**src/rtl/frame_buffer_arbiter_if.sv**
```systemverilog
// Writer, VGA reader and RAM port bundle of the frame-buffer arbiter.
// master = arbiter side, slave = environment (writer, reader, RAM).
interface frame_buffer_arbiter_if #(
    parameter int DATA_WIDTH = 8,
    parameter int ADDR_WIDTH = 17,
    parameter int CNT_WIDTH  = 16
);
    logic                  start_i;
    logic                  wr_valid_i;
    logic [DATA_WIDTH-1:0] wr_data_i;
    logic                  wr_ready_o;
    logic                  rd_req_i;
    logic [ADDR_WIDTH-1:0] rd_addr_i;
    logic                  rd_valid_o;
    logic [DATA_WIDTH-1:0] rd_data_o;
    logic                  ram_en_o;
    logic                  ram_we_o;
    logic                  ram_re_o;
    logic [ADDR_WIDTH-1:0] ram_addr_o;
    logic [DATA_WIDTH-1:0] ram_wdata_o;
    logic [DATA_WIDTH-1:0] ram_rdata_i;
    logic                  frame_ready_o;
    logic                  wr_frame_done_o;
    logic [CNT_WIDTH-1:0]  conflict_cnt_o;

    modport master (
        input  start_i, wr_valid_i, wr_data_i, rd_req_i, rd_addr_i, ram_rdata_i,
        output wr_ready_o, rd_valid_o, rd_data_o, ram_en_o, ram_we_o, ram_re_o,
               ram_addr_o, ram_wdata_o, frame_ready_o, wr_frame_done_o, conflict_cnt_o
    );

    modport slave (
        output start_i, wr_valid_i, wr_data_i, rd_req_i, rd_addr_i, ram_rdata_i,
        input  wr_ready_o, rd_valid_o, rd_data_o, ram_en_o, ram_we_o, ram_re_o,
               ram_addr_o, ram_wdata_o, frame_ready_o, wr_frame_done_o, conflict_cnt_o
    );
endinterface

```
**src/rtl/frame_buffer_arbiter.sv**
```systemverilog
// Single-port frame-buffer sequencer: initial full-frame fill, then
// interleaved writer/scan-out access with reads taking strict priority.
module frame_buffer_arbiter #(
    parameter int DATA_WIDTH = 8,
    parameter int ADDR_WIDTH = 17,
    parameter int RAM_DEPTH  = 76800,
    parameter int CNT_WIDTH  = 16
) (
    input logic                   clk_i_arb,
    input logic                   rst_i_arb,
    frame_buffer_arbiter_if.master bus
);
    localparam logic [1:0] IDLE = 2'd0;
    localparam logic [1:0] FILL = 2'd1;
    localparam logic [1:0] RUN  = 2'd2;

    localparam logic [ADDR_WIDTH-1:0] LAST_ADDR = ADDR_WIDTH'(RAM_DEPTH - 1);

    logic [1:0]            state;
    logic [ADDR_WIDTH-1:0] wr_addr;
    logic                  rd_sel;
    logic                  rd_valid;
    logic                  frame_done;
    logic                  frame_ready;
    logic [CNT_WIDTH-1:0]  conflict_cnt;

    logic wr_ready;
    logic wr_fire;
    logic wr_last;
    logic rd_hit;

    // Reads during IDLE/FILL or beyond the frame are answered with 0 and never reach the RAM.
    assign wr_ready = (state == FILL) || ((state == RUN) && !bus.rd_req_i);
    assign wr_fire  = bus.wr_valid_i && wr_ready;
    assign wr_last  = (wr_addr == LAST_ADDR);
    assign rd_hit   = (state == RUN) && bus.rd_req_i && (bus.rd_addr_i <= LAST_ADDR);

    always_comb begin
        bus.ram_en_o    = 1'b0;
        bus.ram_we_o    = 1'b0;
        bus.ram_re_o    = 1'b0;
        bus.ram_addr_o  = '0;
        bus.ram_wdata_o = '0;
        if (rd_hit) begin
            bus.ram_en_o   = 1'b1;
            bus.ram_re_o   = 1'b1;
            bus.ram_addr_o = bus.rd_addr_i;
        end else if (wr_fire) begin
            bus.ram_en_o    = 1'b1;
            bus.ram_we_o    = 1'b1;
            bus.ram_addr_o  = wr_addr;
            bus.ram_wdata_o = bus.wr_data_i;
        end
    end

    always_ff @(posedge clk_i_arb) begin
        if (rst_i_arb) begin
            state        <= IDLE;
            wr_addr      <= '0;
            rd_valid     <= 1'b0;
            rd_sel       <= 1'b0;
            frame_done   <= 1'b0;
            frame_ready  <= 1'b0;
            conflict_cnt <= '0;
        end else begin
            rd_valid   <= bus.rd_req_i;
            rd_sel     <= rd_hit;
            frame_done <= wr_fire && wr_last;

            if (wr_fire)
                wr_addr <= wr_last ? '0 : wr_addr + 1'b1;

            case (state)
                IDLE: if (bus.start_i) state <= FILL;
                FILL: if (wr_fire && wr_last) begin
                    state       <= RUN;
                    frame_ready <= 1'b1;
                end
                RUN:  ;
                default: state <= IDLE;
            endcase

            if ((state == RUN) && bus.wr_valid_i && bus.rd_req_i && (conflict_cnt != '1))
                conflict_cnt <= conflict_cnt + 1'b1;
        end
    end

    assign bus.wr_ready_o      = wr_ready;
    assign bus.rd_valid_o      = rd_valid;
    // Select is registered with the strobe so blank reads return 0 regardless of RAM output.
    assign bus.rd_data_o       = rd_sel ? bus.ram_rdata_i : '0;
    assign bus.frame_ready_o   = frame_ready;
    assign bus.wr_frame_done_o = frame_done;
    assign bus.conflict_cnt_o  = conflict_cnt;
endmodule
```
**src/flat_wrapper.sv**
```systemverilog
// flat-port wrapper written by rule: the top's interface ports become plain ports
module frame_buffer_arbiter_flat 
#(
    parameter int DATA_WIDTH = 8,
    parameter int ADDR_WIDTH = 17,
    parameter int RAM_DEPTH  = 76800,
    parameter int CNT_WIDTH  = 16
)
  (clk_i_arb, rst_i_arb, bus_start_i, bus_wr_valid_i, bus_wr_data_i, bus_rd_req_i, bus_rd_addr_i, bus_ram_rdata_i, bus_wr_ready_o, bus_rd_valid_o, bus_rd_data_o, bus_ram_en_o, bus_ram_we_o, bus_ram_re_o, bus_ram_addr_o, bus_ram_wdata_o, bus_frame_ready_o, bus_wr_frame_done_o, bus_conflict_cnt_o);
  frame_buffer_arbiter_if #(.DATA_WIDTH(DATA_WIDTH), .ADDR_WIDTH(ADDR_WIDTH), .CNT_WIDTH(CNT_WIDTH)) bus_i ();
  input logic clk_i_arb;
  input logic rst_i_arb;
  input wire logic [$bits(bus_i.start_i)-1:0] bus_start_i;
  input wire logic [$bits(bus_i.wr_valid_i)-1:0] bus_wr_valid_i;
  input wire logic [$bits(bus_i.wr_data_i)-1:0] bus_wr_data_i;
  input wire logic [$bits(bus_i.rd_req_i)-1:0] bus_rd_req_i;
  input wire logic [$bits(bus_i.rd_addr_i)-1:0] bus_rd_addr_i;
  input wire logic [$bits(bus_i.ram_rdata_i)-1:0] bus_ram_rdata_i;
  output wire logic [$bits(bus_i.wr_ready_o)-1:0] bus_wr_ready_o;
  output wire logic [$bits(bus_i.rd_valid_o)-1:0] bus_rd_valid_o;
  output wire logic [$bits(bus_i.rd_data_o)-1:0] bus_rd_data_o;
  output wire logic [$bits(bus_i.ram_en_o)-1:0] bus_ram_en_o;
  output wire logic [$bits(bus_i.ram_we_o)-1:0] bus_ram_we_o;
  output wire logic [$bits(bus_i.ram_re_o)-1:0] bus_ram_re_o;
  output wire logic [$bits(bus_i.ram_addr_o)-1:0] bus_ram_addr_o;
  output wire logic [$bits(bus_i.ram_wdata_o)-1:0] bus_ram_wdata_o;
  output wire logic [$bits(bus_i.frame_ready_o)-1:0] bus_frame_ready_o;
  output wire logic [$bits(bus_i.wr_frame_done_o)-1:0] bus_wr_frame_done_o;
  output wire logic [$bits(bus_i.conflict_cnt_o)-1:0] bus_conflict_cnt_o;
  assign bus_i.start_i = bus_start_i;
  assign bus_i.wr_valid_i = bus_wr_valid_i;
  assign bus_i.wr_data_i = bus_wr_data_i;
  assign bus_i.rd_req_i = bus_rd_req_i;
  assign bus_i.rd_addr_i = bus_rd_addr_i;
  assign bus_i.ram_rdata_i = bus_ram_rdata_i;
  assign bus_wr_ready_o = bus_i.wr_ready_o;
  assign bus_rd_valid_o = bus_i.rd_valid_o;
  assign bus_rd_data_o = bus_i.rd_data_o;
  assign bus_ram_en_o = bus_i.ram_en_o;
  assign bus_ram_we_o = bus_i.ram_we_o;
  assign bus_ram_re_o = bus_i.ram_re_o;
  assign bus_ram_addr_o = bus_i.ram_addr_o;
  assign bus_ram_wdata_o = bus_i.ram_wdata_o;
  assign bus_frame_ready_o = bus_i.frame_ready_o;
  assign bus_wr_frame_done_o = bus_i.wr_frame_done_o;
  assign bus_conflict_cnt_o = bus_i.conflict_cnt_o;
  frame_buffer_arbiter #(.DATA_WIDTH(DATA_WIDTH), .ADDR_WIDTH(ADDR_WIDTH), .RAM_DEPTH(RAM_DEPTH), .CNT_WIDTH(CNT_WIDTH)) u_core (.clk_i_arb(clk_i_arb), .rst_i_arb(rst_i_arb), .bus(bus_i));
endmodule
```
**config.mk**
```make
export PLATFORM = sky130hd
export DESIGN_NAME = frame_buffer_arbiter_flat
export DESIGN_NICKNAME = d
export VERILOG_FILES = /design/src/rtl/frame_buffer_arbiter_if.sv /design/src/rtl/frame_buffer_arbiter.sv /design/src/flat_wrapper.sv
export SDC_FILE = /design/constraint.sdc
export NUM_CORES = 1
export LEC_CHECK = 0
export BUFFER_PORTS_ARGS = -buffer_cell sky130_fd_sc_hd__clkbuf_2
export CAP_MARGIN = 20
export CORE_MARGIN = 4
export CORE_UTILIZATION = 52
export DETAILED_ROUTE_END_ITERATION = 6
export GPL_TIMING_DRIVEN = 1
export PLACE_DENSITY = 0.89
export SLEW_MARGIN = 10
export SYNTH_ARGS = -nofsm -noshare
export SYNTH_HDL_FRONTEND = slang
export SYNTH_SLANG_ARGS = --single-unit
```
**constraint.sdc**
```tcl
create_clock -name clk_i_arb -period 2.55 [get_ports clk_i_arb]
set_input_delay 0.255 -clock clk_i_arb [delete_from_list [all_inputs] [get_ports clk_i_arb]]
set_output_delay 0.255 -clock clk_i_arb [all_outputs]
set_load 0.02 [all_outputs]
```
==> results.sh, run 1 <==
export IMPL_cts_tree="done"
export IMPL_swShare_pct=24.23
export IMPL_met1_usage_pct=27.21
export IMPL_postSynthCellCount=262
export IMPL_layout_nets=391
export IMPL_worstMarginPinSlew_ns=0.6433
export IMPL_insertion_delay_ns=0.28
export IMPL_post_synth_top_area_cell="dfxtp_1"
export IMPL_crit_buf_inv=2
export IMPL_whs_ns=0.2446
export IMPL_required_ns=2.30
export IMPL_cp_end_kind="output port"
export IMPL_drc=0
export IMPL_grt_ovfl_total=0
export IMPL_die_area_um2=5467
export IMPL_antenna_cells=0
export IMPL_vias_per_cell=5.808
export IMPL_globalplace_congestion=0.8330
export IMPL_seqPwrFrac_pct=55.2
export IMPL_max_slew_margin_rel_pct=56.99
export IMPL_design_area_um2=2844
export IMPL_cp_slowest_stage_delay_ns=0.46
export IMPL_crit_slowest_cell="dfxtp_1"
export IMPL_path_clk_slew_ns=0.08
export IMPL_cp_startpoint="u_core.state[0]"
export IMPL_cts_sink_count=39
export IMPL_netlist_area_leader_share_pct=34.53
export IMPL_grt_pass1_vias=2057
export IMPL_synth_seq_cells=39
export IMPL_grt_busiest_layer="met2"
export IMPL_cts_buffer_depth=2
export IMPL_path_class="register to output port"
export IMPL_combPwrFrac_pct=8.8
export IMPL_crit_path_end="bus_ram_wdata_o[5]"
export IMPL_ys_flop_type="dfxtp_1"
export IMPL_antenna_found_initial=0
export IMPL_rsz0062_at_grt="false"
export IMPL_setup_violations=0
export IMPL_maxSlewViolCount=0
export IMPL_reg2reg_depth=4
export IMPL_p_per_area_nw_per_um2=392.9
export IMPL_wl_um=5771
export IMPL_start_util_pct=54.94
export IMPL_min_period_over_period_pct=86.71
export IMPL_layout_drive_gt1_share_pct=34.66
export IMPL_cts_buffers=5
export IMPL_grt_max_degree=30
export IMPL_die_x_um=73.94
export IMPL_ys_warn_count=0
export IMPL_power_switching_mw=0.2707
export IMPL_rrSetupSlack_ns=0.52
export IMPL_start_kind="register"
export IMPL_outcome="completed"
export IMPL_ys_seq_area_share_pct=34.53
export IMPL_postRouteAntennaNets=0
export IMPL_cp_top_family="simple AND/OR/NAND/NOR gates"
export IMPL_cts_root_buffer="clkbuf_8"
export IMPL_post_route_min_period_ns=2.211
export IMPL_fp_coreArea_um2=4115
export IMPL_area_growth_pct=25.79
export IMPL_grt_first_pass_wirelength_um=9446
export IMPL_power_leakage_nw=1.199
export IMPL_arrival_ns=1.96
export IMPL_fin_skew_ns=0.005269
export IMPL_ctsHtreeMaxLevel=2
export IMPL_nFillCells=355
export IMPL_die_y_um=73.94
export IMPL_timing_rr_end="u_core.wr_addr[11]"
export IMPL_path_cells="nor2b_1 -> o21a_1 -> buf_12 -> and2_1 -> clkbuf_2"
export IMPL_reg2reg_from="u_core.wr_addr[3]"
export IMPL_hold_class="primary input to register"
export IMPL_io_buffer_count=93
export IMPL_use_met2_pct=37.60
export IMPL_ios=94
export IMPL_synth_edf_count=0
export IMPL_dp_hpwl_um=4388
export IMPL_use_met3_pct=5.135
export IMPL_vias=2335
export IMPL_cap_violations=0
export IMPL_place_area_um2=2759
export IMPL_grt_usage_pct=21.69
export IMPL_yosys_top_cells_area="dfxtp_1 (35%), a22o_1 (6.6%), and2_1 (5.3%)"
export IMPL_ir_drop_uv=255.3
export IMPL_crit_cells=5
export IMPL_setup_tns_ns=0
export IMPL_internal_power_mw=0.8467
export IMPL_synthArstFlopShare_pct=0
export IMPL_wl_per_cell_um=14.36
export IMPL_synth_area_um2=2261
export IMPL_drt_iter0_drc=205
export IMPL_hold_viol=0
export IMPL_drt_pass1_iter_count=4
export IMPL_cts_resized=0
export IMPL_cts_hold_buffers=0
export IMPL_synth_cell_type_count=51
export IMPL_netlist_top_cells_count="dfxtp_1 (39), a21oi_1 (20), and2_1 (19)"
export IMPL_clockPowerShare_pct=36.1
export IMPL_core_rowCount=23
export IMPL_syn_nets=302
export IMPL_avgSynthCellArea_um2=8.629
export IMPL_synth_most_common_cell="dfxtp_1"
export IMPL_fmax_mhz=452.3
export IMPL_cts_setup_buffers=0
export IMPL_critical_path_max_fanout=29
[registers in the layout (all words and copies together), names as in the netlist]
name,count
u_core.bus.frame_ready_o,1
u_core.bus.rd_valid_o,1
u_core.wr_addr,17
u_core.bus.conflict_cnt_o,16
u_core.bus.wr_frame_done_o,1
u_core.rd_sel,1
u_core.state,2
[logic make-up (layout without fill, tap and decap cells)]
kind of cell | Yosys count | after routing | synth area share (%)
AOI/OAI and AO/OA | 77 | 77 | 25.29
and+or+nand+nor | 110 | 110 | 28.61
DFF | 39 | 39 | 34.53
buffers and inverters | 20 | 110 | 4.372
adders and majority gates | 2 | 2 | 1.107
xor gates and xnor gates | 7 | 7 | 2.712
muxes | 7 | 7 | 3.376
[power by group through the flow]
stage	sequential (mW)	combinational (mW)	clock, mW
global placement	0.630	0.0952	0
detailed placement	0.631	0.0979	0
global route	0.617	0.108	0.439
finish	0.616	0.0979	0.403
CTS	0.616	0.0985	0.411
floorplan	0.631	0.0464	0
[metrics by stage]
| step | utilization [%] | std cells | setup WS (ns) | power (mW) |
|---|---|---|---|---|
| floorplan | - | 262 | 0.7103 | 0.6773 |
| global placement | 67.04 | 394 | 0.6549 | 0.7255 |
| detailed placement | 67.04 | 394 | 0.5699 | 0.7286 |
| CTS | 69.11 | 402 | 0.3301 | 1.126 |
| global route | 69.11 | 402 | 0.2206 | 1.164 |
| finish | 69.11 | 402 | 0.3390 | 1.117 |
[tightest hold or removal path, cell delays in order]
cell	delay, ns
clkbuf_2	0.09
nor2_1	0.08
a2111oi_0	0.06
[how the worst min path moves through the flow]
stage / end / startpoint / slack [ns] / cells after the start
CTS: u_core.state[0] / bus_start_i / 0.23 / 3
floorplan: u_core.bus.rd_valid_o / bus_rd_req_i / 0.38 / 1
global placement: u_core.bus.frame_ready_o / u_core.bus.frame_ready_o / 0.45 / 1
global route: u_core.state[0] / bus_start_i / 0.26 / 3
finish: u_core.state[0] / bus_start_i / 0.24 / 3
detailed placement: u_core.bus.frame_ready_o / u_core.bus.frame_ready_o / 0.47 / 1
[cells in the final DEF (no fill, tap or decap), types with 3 or more instances in the layout]
cell / instances
or4_1: 8
nor2_1: 16
o21ai_0: 7
o211ai_1: 3
nand2_1: 15
nor4_1: 3
and2_1: 19
o31ai_1: 9
nor2b_1: 9
o21a_1: 3
a22o_1: 17
and3_1: 3
o2111ai_1: 3
nand4_1: 5
mux2_2: 5
xor2_1: 6
buf_4: 5
or3_1: 5
clkbuf_8: 5
and4_1: 3
dfxtp_1: 39
nand3_1: 11
a21oi_1: 20
clkbuf_2: 93
[area by class of cell]
cell class | instances | area [um^2] | share of cell area, %
Clock buffer | 6 | 72.57 | 2.552
Sequential cell | 39 | 780.7 | 27.45
Multi-Input combinational cell | 203 | 1381 | 48.57
Clock inverter | 2 | 12.51 | 0.4399
Inverter | 3 | 11.26 | 0.3960
Tap cell | 50 | 62.56 | 2.200
Timing Repair Buffer | 99 | 523.0 | 18.39
[metal layers]
layer	share of wire (%)	wire length, um
met1	42	2411
met2	49	2852
met3	7.8	450
met4	0.99	57
met5	0	0
Note: power is estimated with default switching activity, not from simulation.
==> run 2: changes to the inputs <==
--- a/config.mk
+++ b/config.mk
@@ -5,10 +5,11 @@
 export SDC_FILE = /design/constraint.sdc
 export NUM_CORES = 1
 export LEC_CHECK = 0
+export ABC_AREA = 1
 export BUFFER_PORTS_ARGS = -buffer_cell sky130_fd_sc_hd__clkbuf_2
-export CAP_MARGIN = 20
+export CAP_MARGIN = 40
 export CORE_MARGIN = 4
-export CORE_UTILIZATION = 52
+export CORE_UTILIZATION = 53
 export DETAILED_ROUTE_END_ITERATION = 6
 export GPL_TIMING_DRIVEN = 1
 export PLACE_DENSITY = 0.89
==> results.sh, run 2 <==
export IMPL_post_synth_top_area_cell="dfxtp_1"
export IMPL_grt_max_degree=33
export IMPL_required_ns=2.73
export IMPL_area_growth_pct=24.62
export IMPL_avgSynthCellArea_um2=6.398
export IMPL_worstMarginPinSlew_ns=0.8271
export IMPL_postRouteAntennaNets=0
export IMPL_ys_seq_area_share_pct=32.28
export IMPL_vias_per_cell=5.137
export IMPL_start_util_pct=55.17
export IMPL_critical_path_max_fanout=22
export IMPL_ir_drop_uv=345.6
export IMPL_setup_violations=0
export IMPL_synth_most_common_cell="nand2_1"
export IMPL_setup_slack_ns=0.4037
export IMPL_fin_skew_ns=0.006255
export IMPL_grt_pass1_vias=2382
export IMPL_crit_slowest_cell="nor2_2"
export IMPL_path_clk_slew_ns=0.08
export IMPL_dp_hpwl_um=4817
export IMPL_ys_warn_count=0
export IMPL_min_period_over_period_pct=84.17
export IMPL_die_y_um=75.55
export IMPL_drc=0
export IMPL_cts_resized=0
export IMPL_path_class="register to register"
export IMPL_synth_area_um2=2419
export IMPL_netlist_area_leader_share_pct=32.28
export IMPL_wl_um=6350
export IMPL_most_common_layout_cells="nand2_1 (99), clkbuf_2 (93), nor2_1 (53)"
export IMPL_drt_pass1_iter_count=4
export IMPL_hold_class="primary input to register"
export IMPL_synth_edf_count=0
export IMPL_synthArstFlopShare_pct=0
export IMPL_grt_ovfl_total=0
export IMPL_p_per_area_nw_per_um2=439.7
export IMPL_arrival_ns=2.33
export IMPL_fp_coreArea_um2=4384
export IMPL_synth_seq_cells=39
export IMPL_power_leakage_nw=1.425
export IMPL_io_buffer_count=93
export IMPL_drt_iter0_drc=182
export IMPL_yosys_top_cells_area="dfxtp_1 (32%), nand2_1 (15%), nor2_1 (8.2%)"
export IMPL_wl_per_cell_um=12.21
export IMPL_dp_slack_ns=0.5186
export IMPL_grt_usage_pct=23.30
export IMPL_max_slew_margin_rel_pct=44.80
export IMPL_cts_sink_count=39
export IMPL_largest_register_ff_count=17
export IMPL_syn_nets=418
export IMPL_cts_tree="done"
export IMPL_cts_setup_buffers=0
export IMPL_rsz0062_at_grt="false"
export IMPL_critPathMostFrequentCell="nor2_4"
export IMPL_cts_buffers=5
export IMPL_globalplace_congestion=0.8945
export IMPL_cts_root_buffer="clkbuf_8"
export IMPL_top_register="u_core.wr_addr"
export IMPL_fmax_mhz=465.9
export IMPL_postSynthCellCount=378
export IMPL_antenna_found_initial=0
export IMPL_post_route_min_period_ns=2.146
export IMPL_cts_hold_buffers=0
export IMPL_start_kind="register"
export IMPL_outcome="completed"
export IMPL_final_common_cell="nand2_1"
export IMPL_cp_end_kind="register"
export IMPL_path_cells="ha_1 -> nand2_2 -> nor2_4 -> nand2_4 -> nor2_4 -> nor2_2 -> nand2_1 -> o21ai_0 -> nor2_1"
export IMPL_ctsHtreeMaxLevel=2
export IMPL_synth_cell_type_count=32
export IMPL_hold_viol=0
export IMPL_die_area_um2=5708
export IMPL_cp_slowest_stage_delay_ns=0.62
export IMPL_layout_nets=507
export IMPL_layout_drive_gt1_share_pct=28.42
export IMPL_ys_flop_type="dfxtp_1"
export IMPL_core_rowCount=24
export IMPL_antenna_cells=0
export IMPL_insertion_delay_ns=0.30
export IMPL_cts_buffer_depth=2
export IMPL_ios=94
export IMPL_vias=2671
export IMPL_cap_violations=0
export IMPL_netlist_top_cells_count="nand2_1 (99), nor2_1 (53), inv_1 (49)"
export IMPL_setup_tns_ns=0
export IMPL_die_x_um=75.55
export IMPL_maxSlewViolCount=0
export IMPL_grt_first_pass_wirelength_um=10250
==> run 2: cell types whose count changed after synthesis, moves of 6 or more <==
cell / delta
nor2_1: +37
or4_1: -8
o31ai_1: -9
inv_2: +6
and2_1: -19
nor2b_1: -9
nand2_1: +84
a22o_1: -13
nand3_1: +10
inv_1: +47
nor2_2: +7
nand2_2: +7
o21ai_1: +11
==> run 2: metrics by stage <==
stage / hold WS (ns) / instances / total power, mW / area [um^2] / util (%)
after floorplan: 0.3727 / 378 / 0.6797 / 2419 / -
after global placement: 0.4384 / 512 / 0.7214 / 2882 / 65.72
after detailed placement: 0.4534 / 512 / 0.7232 / 2882 / 65.72
after CTS: 0.1654 / 520 / 1.334 / 3014 / 68.75
after global routing: 0.1802 / 520 / 1.366 / 3014 / 68.75
final: 0.1758 / 520 / 1.325 / 3014 / 68.75
==> run 2: path summary, 6_finish.rpt <==
check / from / endpoint / slack (ns) / cells after the start
worst min-delay path: bus_rd_req_i / u_core.bus.rd_valid_o / 0.18 / 3
worst min register to register: u_core.bus.frame_ready_o / u_core.bus.frame_ready_o / 0.46 / 2
worst max-delay path: u_core.bus.conflict_cnt_o[0] / u_core.bus.conflict_cnt_o[5] / 0.40 / 9
worst max register to register: u_core.bus.conflict_cnt_o[0] / u_core.bus.conflict_cnt_o[5] / 0.40 / 9
==> run 2: routing by layer <==
layer / global-route usage, % / wire length, um
met1: 27.81 / 2591
met2: 38.93 / 3144
met3: 4.485 / 410
met4: 13.40 / 202
met5: 0 / 0
==> run 2: cell type report <==
type / instances / area (um^2)
clock buffer: 6 / 72.57
inverter: 55 / 206.4
timing repair buffer: 93 / 465.4
multi-input combinational: 273 / 1364
sequential: 39 / 780.7
tap: 52 / 65.06
fill: 385 / 1370
clock inverter: 2 / 60.06
==> run 2: logic make-up after synthesis <==
kind of cell    Yosys count  share of synthesized area, %
xor+xnor                 10                         3.621
fa+ha+maj                 2                         1.034
flops                    39                         32.28
simple gates            211                         39.58
buf+inv                  66                         11.33
compound gates           50                         12.16
==> run 2: where the power goes <==
group	switching, mW	internal, mW
Combinational	0.0587	0.0356
Sequential	0.00284	0.612
Clock	0.225	0.391
Total	0.287	1.04
==> run 2: worst max-delay path: cells and delay by family (launching register included) <==
family	cells	cell delay, ns
AO/OA/AOI/OAI	1	0.25
adder cells (fa/ha/maj)	1	0.26
AND/OR/NAND/NOR	7	1.17
flip-flops	1	0.35
